===== config.mk =====
export PLATFORM = sky130hd
export DESIGN_NAME = chacha_block_sequencer
export DESIGN_NICKNAME = d
export VERILOG_FILES = /design/src/rtl/chacha_block_sequencer.sv
export SDC_FILE = /design/constraint.sdc
export NUM_CORES = 1
export LEC_CHECK = 0
export BUFFER_PORTS_ARGS = -buffer_cell sky130_fd_sc_hd__buf_2
export CAP_MARGIN = 20
export CORE_ASPECT_RATIO = 1.2
export CORE_MARGIN = 2
export CORE_UTILIZATION = 59
export CTS_CLUSTER_SIZE = 30
export DETAILED_ROUTE_END_ITERATION = 6
export PLACE_DENSITY = 0.84
export SLEW_MARGIN = 40
export SYNTH_ARGS = -nofsm -noshare
export SYNTH_HDL_FRONTEND = slang
export SYNTH_SLANG_ARGS = --single-unit
export TNS_END_PERCENT = 10

===== constraint.sdc =====
create_clock -name clk -period 6.3 [get_ports clk]
set_clock_uncertainty 0.2 [all_clocks]
set_input_delay 0.945 -clock clk [delete_from_list [all_inputs] [get_ports clk]]
set_output_delay 0.945 -clock clk [all_outputs]
set_load 0.05 [all_outputs]

===== src/rtl/chacha_block_sequencer.sv =====
// chacha_block_sequencer: control FSM that walks one shared ChaCha quarter-round
// core through ROUNDS rounds. It then runs the 16-word feed-forward and presents
// the 16 output word indices. It holds no state words itself.
// Optional feature macro: CHACHA_SEQ_HCHACHA_EN adds the hmode port (HChaCha:
// no feed-forward, 8 output words, no counter increment).
// Handshakes: a request on qr_* or out_* transfers on the cycle where its
// valid and the matching ready are both high at the rising clock edge. Valid
// and the indices stay stable until that edge. qr_done is a single-cycle
// completion strobe and is only observed while a request is outstanding.
module chacha_block_sequencer #(
   parameter int ROUNDS = 20
) (
   input  logic       clk,
   input  logic       rstb,
   input  logic       start,
   input  logic       abort,
`ifdef CHACHA_SEQ_HCHACHA_EN
   input  logic       hmode,
`endif
   output logic       busy,
   output logic       done,
   output logic       ctr_inc,
   output logic       qr_valid,
   input  logic       qr_ready,
   input  logic       qr_done,
   output logic [3:0] qr_a,
   output logic [3:0] qr_b,
   output logic [3:0] qr_c,
   output logic [3:0] qr_d,
   output logic       ff_we,
   output logic [3:0] ff_idx,
   output logic       out_valid,
   input  logic       out_ready,
   output logic [3:0] out_idx,
   output logic [2:0] dbg_state
);

   typedef enum logic [2:0] {
      S_IDLE  = 3'd0,
      S_ISSUE = 3'd1,
      S_WAIT  = 3'd2,
      S_FEED  = 3'd3,
      S_OUT   = 3'd4
   } state_t;

   localparam logic [4:0] LAST_RND = 5'(ROUNDS - 1);

   state_t      state_q, state_d;
   logic [1:0]  qr_cnt_q, qr_cnt_d;
   logic [4:0]  rnd_cnt_q, rnd_cnt_d;
   logic [3:0]  ff_cnt_q, ff_cnt_d;
   logic [3:0]  out_cnt_q, out_cnt_d;
   logic        hmode_q, hmode_d;
   logic        hmode_in;
   logic [3:0]  out_last;

   logic        busy_q, busy_d;
   logic        done_q, done_d;
   logic        ctr_inc_q, ctr_inc_d;
   logic        qr_valid_q, qr_valid_d;
   logic [15:0] qr_idx_q, qr_idx_d;
   logic        ff_we_q, ff_we_d;
   logic [3:0]  ff_idx_q, ff_idx_d;
   logic        out_valid_q, out_valid_d;
   logic [3:0]  out_idx_q, out_idx_d;

`ifdef CHACHA_SEQ_HCHACHA_EN
   assign hmode_in = hmode;
`else
   assign hmode_in = 1'b0;
`endif

   // Quarter-round word indices {a,b,c,d}: column round, or the diagonal
   // rotation of rows b/c/d by 1/2/3 positions.
   function automatic logic [15:0] qr_indices(input logic [1:0] i, input logic diag);
      logic [1:0] ib;
      logic [1:0] ic;
      logic [1:0] id;
      ib = diag ? (i + 2'd1) : i;
      ic = diag ? (i + 2'd2) : i;
      id = diag ? (i + 2'd3) : i;
      return {2'b00, i, 2'b01, ib, 2'b10, ic, 2'b11, id};
   endfunction

   // HChaCha presents words 0..3 then 12..15, so ordinal 4..7 maps to 12..15.
   function automatic logic [3:0] out_map(input logic [3:0] cnt, input logic hm);
      return hm ? {cnt[2], cnt[2], cnt[1:0]} : cnt;
   endfunction

   assign out_last = hmode_q ? 4'd7 : 4'd15;

   // Next-state, counter and registered-output computation; abort wins over everything.
   always_comb begin
      state_d   = state_q;
      qr_cnt_d  = qr_cnt_q;
      rnd_cnt_d = rnd_cnt_q;
      ff_cnt_d  = ff_cnt_q;
      out_cnt_d = out_cnt_q;
      hmode_d   = hmode_q;
      done_d    = 1'b0;
      ctr_inc_d = 1'b0;
      qr_idx_d  = 16'h0000;

      if (abort) begin
         state_d   = S_IDLE;
         qr_cnt_d  = 2'd0;
         rnd_cnt_d = 5'd0;
         ff_cnt_d  = 4'd0;
         out_cnt_d = 4'd0;
         hmode_d   = 1'b0;
      end else begin
         case (state_q)
            S_IDLE: begin
               if (start) begin
                  state_d   = S_ISSUE;
                  qr_cnt_d  = 2'd0;
                  rnd_cnt_d = 5'd0;
                  ff_cnt_d  = 4'd0;
                  out_cnt_d = 4'd0;
                  hmode_d   = hmode_in;
               end
            end
            S_ISSUE: begin
               if (qr_ready) state_d = S_WAIT;
            end
            S_WAIT: begin
               if (qr_done) begin
                  qr_cnt_d = qr_cnt_q + 2'd1;
                  if (qr_cnt_q == 2'd3) rnd_cnt_d = rnd_cnt_q + 5'd1;
                  if ((qr_cnt_q == 2'd3) && (rnd_cnt_q == LAST_RND))
                     state_d = hmode_q ? S_OUT : S_FEED;
                  else
                     state_d = S_ISSUE;
               end
            end
            S_FEED: begin
               ff_cnt_d = ff_cnt_q + 4'd1;
               if (ff_cnt_q == 4'd15) state_d = S_OUT;
            end
            S_OUT: begin
               if (out_ready) begin
                  if (out_cnt_q == out_last) begin
                     state_d   = S_IDLE;
                     out_cnt_d = 4'd0;
                     done_d    = 1'b1;
                     ctr_inc_d = ~hmode_q;
                  end else begin
                     out_cnt_d = out_cnt_q + 4'd1;
                  end
               end
            end
            default: state_d = S_IDLE;
         endcase
      end

      busy_d      = (state_d != S_IDLE);
      qr_valid_d  = (state_d == S_ISSUE);
      ff_we_d     = (state_d == S_FEED);
      out_valid_d = (state_d == S_OUT);
      ff_idx_d    = ff_we_d ? ff_cnt_d : 4'd0;
      out_idx_d   = out_valid_d ? out_map(out_cnt_d, hmode_d) : 4'd0;
      if (state_d == S_ISSUE)
         qr_idx_d = qr_indices(qr_cnt_d, rnd_cnt_d[0]);
      else if (state_d == S_WAIT)
         qr_idx_d = qr_idx_q;
   end

   // State, counters and all outputs are registered; reset clears everything.
   always_ff @(posedge clk or negedge rstb) begin
      if (!rstb) begin
         state_q     <= S_IDLE;
         qr_cnt_q    <= 2'd0;
         rnd_cnt_q   <= 5'd0;
         ff_cnt_q    <= 4'd0;
         out_cnt_q   <= 4'd0;
         hmode_q     <= 1'b0;
         busy_q      <= 1'b0;
         done_q      <= 1'b0;
         ctr_inc_q   <= 1'b0;
         qr_valid_q  <= 1'b0;
         qr_idx_q    <= 16'h0000;
         ff_we_q     <= 1'b0;
         ff_idx_q    <= 4'd0;
         out_valid_q <= 1'b0;
         out_idx_q   <= 4'd0;
      end else begin
         state_q     <= state_d;
         qr_cnt_q    <= qr_cnt_d;
         rnd_cnt_q   <= rnd_cnt_d;
         ff_cnt_q    <= ff_cnt_d;
         out_cnt_q   <= out_cnt_d;
         hmode_q     <= hmode_d;
         busy_q      <= busy_d;
         done_q      <= done_d;
         ctr_inc_q   <= ctr_inc_d;
         qr_valid_q  <= qr_valid_d;
         qr_idx_q    <= qr_idx_d;
         ff_we_q     <= ff_we_d;
         ff_idx_q    <= ff_idx_d;
         out_valid_q <= out_valid_d;
         out_idx_q   <= out_idx_d;
      end
   end

   assign busy      = busy_q;
   assign done      = done_q;
   assign ctr_inc   = ctr_inc_q;
   assign qr_valid  = qr_valid_q;
   assign qr_a      = qr_idx_q[15:12];
   assign qr_b      = qr_idx_q[11:8];
   assign qr_c      = qr_idx_q[7:4];
   assign qr_d      = qr_idx_q[3:0];
   assign ff_we     = ff_we_q;
   assign ff_idx    = ff_idx_q;
   assign out_valid = out_valid_q;
   assign out_idx   = out_idx_q;
   assign dbg_state = state_q;

endmodule


==> out/results.tsv <==
stage	metric	value	unit
floorplanning	boundaryPins	40	
worst_setup_path	critPathLaunchType	input pin	
floorplanning	rows	23	
floorplanning	die_y	69.4	µm
clock_tree	cts_root_buffer	clkbuf_8	
drt	drc	0	
timing	fin_crit	2.62	ns
yosys	synth_top_cell_area_share	0.476	
global_route	grt_pass1_wl	6660	µm
yosys	ys_warn_count	0	
timing	max_slew.worst_pin.slew	0.557	ns
timing	final.setup.tns	0	ns
yosys	synth_most_common_cell	dfrtp_1	
global_route	grt_pass1_vias	1475	
worst_setup_path	slowest_stage	nor4bb_4	
worst_setup_path	path_cells	buf_2 -> nor4bb_4 -> nand3_1 -> a21oi_4 -> mux2_2 -> a22o_1	
clock_tree	post_cts_resized	0	
yosys	synthCells	197	
global_route	grtUsageTotal	0.215	
drt	via_per_inst	6.00	
clock_tree	cts_setup_buffers	0	
yosys	yosysSeqAreaShare	0.476	
run	drv_cap	0	
floorplanning	floorplan.die_area	4060	µm²
final_layout	antenna_cells	0	
final_layout	drive_above_1_share	0.284	
pwr	peakVddDrop	159	µV
outcome	status	complete, no violations	
drt	routed_wl	3890	µm
worst_setup_path	arrival	2.61	ns
yosys	synth_edf_count	0	
yosys	ys_types	58	
clock_tree	cts_buffers	5	
worst_setup_path	crit_fanout	12	
drt	drtIter0Drc	53	
yosys	synth_area	2100	µm²
drt	routedWlPerCell	14.9	µm
timing	setup_viol	0	
yosys	synthArstFlopShare	1.00	
yosys	syn_area_per_cell	10.7	µm²
drt	dr.pass1.iters	4	
worst_setup_path	critPathTopFamily	simple AND/OR/NAND/NOR gates	
global_route	grt_start_max_net_pins	41	
yosys	synth_top_area_cell	dfrtp_1	
timing	grt_setup_unrepaired	no	
pwr	totalPowerFinal	557	µW
clock_tree	h-tree-depth	2	
worst_setup_path	cpPeakStageDelay	0.56	ns
worst_setup_path	end_kind	flip-flop	
placement	portBuffers	35	
pwr	power.leakage	1.16	nW
clock_tree	cts_tree	built	
min_path	holdCritStartpoint	qr_idx_q[13]	
timing	min_period_over_period	0.415	
min_path	hold_path.class	flip-flop to flip-flop	
floorplanning	die-width	58.5	µm
drt	vias	1572	
placement	gp_congestion	0.823	
clock_tree	clock_latency	0.29	ns
clock_tree	path_clk_slew	0.08	ns
floorplanning	core-area	3370	µm²
clock_tree	cts_buffer_depth	2	
global_route	antenna_found_initial	0	
timing	hold_viol	0	
worst_setup_path	path_class	input pin to flip-flop	
clock_tree	ctsHoldBuffers	0	
timing	max_slew_margin	0.628	
worst_setup_path	crit_start	qr_done	
worst_setup_path	reg2reg_from	dbg_state[1]	
yosys	synth-seq-cells	40	
global_route	grt-ovfl-total	0	
final_layout	nFillCells	263	
floorplanning	start_util	0.625	
pwr	p_per_area	239	nW/µm²
timing	slew_violations	0	
worst_setup_path	crit_buf_inv	1	
clock_tree	cts.sinks	40	
yosys	synthTopCellsByArea	dfrtp_1 (48%), buf_4 (3.6%), nor2_1 (2.5%)	
worst_setup_path	crit_required	6.29	ns
yosys	synthTopCellsByCount	dfrtp_1 (40), nor2_1 (14), nand2_1 (12)	
final_layout	area_growth	10.8	%
placement	place_hpwl	2750	µm
timing	fmax	382	MHz
final_layout	fin_nets	235	
yosys	synth_flop_cell	dfrtp_1	
drt	drtAntennaViolNets	0	
[state kept, by name (all words and copies together) (netlist names)]
register / cells
qr_idx_q: 7
rnd_cnt_q: 5
ff_cnt_q: 4
ff_idx: 4
out_cnt_q: 4
out_idx: 4
dbg_state: 3
qr_cnt_q: 2
busy: 1
ctr_inc: 1
done: 1
ff_we: 1
hmode_q: 1
out_valid: 1
qr_valid: 1
[worst register-to-register path, cell delays in order, from the launching register on]
cell and delay (ns):
dfrtp_1 0.67, nor4bb_4 0.57, nand3_1 0.21, a21oi_4 0.27
mux2_2 0.36, a22o_1 0.17
[metal layers]
layer	global-route usage	share of wire	vias to the layer above
li1	-	-	750
met1	0.274	0.44	771
met2	0.340	0.50	45
met3	0.0560	0.050	6
met4	0.0930	0.018	0
met5	0	0	-
[layout by cell type, fill, tap and decap left out, drive strengths merged, types with 2 or more instances in the layout]
cell / Yosys / routed
nand4b: 2 / 2
nand2b: 3 / 3
or3b: 4 / 4
o21ai: 6 / 6
or3: 2 / 2
xor2: 4 / 4
nand2: 12 / 12
and2: 4 / 4
buf: 16 / 35
a21o: 2 / 2
mux2: 2 / 2
dfrtp: 40 / 40
nor2: 14 / 14
a31o: 2 / 2
nand4: 4 / 4
conb: 1 / 4
and3: 2 / 2
a21oi: 12 / 12
inv: 8 / 9
nor3: 6 / 6
ha: 4 / 4
nand3b: 5 / 5
a32o: 2 / 2
or2: 2 / 2
a31oi: 3 / 3
clkbuf: 2 / 5
nor2b: 3 / 3
a22o: 6 / 6
o31a: 2 / 2
nand3: 7 / 7
[cell type report]
cell class,instances,area (µm²),share of cell area
Clock buffer,5,68.8,0.0295
Clock inverter,3,46.3,0.0199
Inverter,8,30.0,0.0129
Multi-Input combinational cell,134,961,0.412
Sequential cell,40,1000,0.429
Tap cell,37,46.3,0.0199
Timing Repair Buffer,35,178,0.0762
[power by group]
group / switching (mW) / leakage [nW] / internal [mW] / total, mW
clock network: 0.0910 / 0.0548 / 0.119 / 0.210
logic: 0.0584 / 0.549 / 0.0198 / 0.0782
registers: 0.00765 / 0.554 / 0.261 / 0.269
total: 0.157 / 1.16 / 0.400 / 0.557
[path summary, 6_finish.rpt]
kind                                end  slack, ns  cells after the start
max in group asynchronous    out_idx[0]       5.16                      1
hold / removal             qr_idx_q[13]       0.30                      1
min in group asynchronous  rnd_cnt_q[2]       0.41                      1
setup / recovery            qr_idx_q[5]       3.68                      6
setup reg to reg            qr_idx_q[5]       3.75                      5
hold reg to reg            qr_idx_q[13]       0.30                      1
[stage by stage]
step            util  cell area (µm²)  hold slack [ns]  cells  worst slack, ns
4_1_cts        0.692             2330            0.303    262             3.69
3_5_place_dp   0.658             2220            0.281    254             3.36
2_1_floorplan      -             2120            0.291    200             3.70
5_1_grt        0.692             2330            0.312    262             3.54
3_3_place_gp   0.657             2210            0.279    254             3.42
6_report       0.692             2330            0.302    262             3.68
[logic make-up after synthesis]
kind of cell,Yosys count,share of synthesized area
AO/OA/AOI/OAI,44,0.172
AND/OR/NAND/NOR,75,0.220
buffers and inverters,26,0.0731
multiplexers,3,0.0172
XOR/XNOR,4,0.0166
other,1,0.00178
adder cells (fa/ha/maj),4,0.0238
flip-flops,40,0.476
No activity file was read; power rests on OpenSTA's default activity.
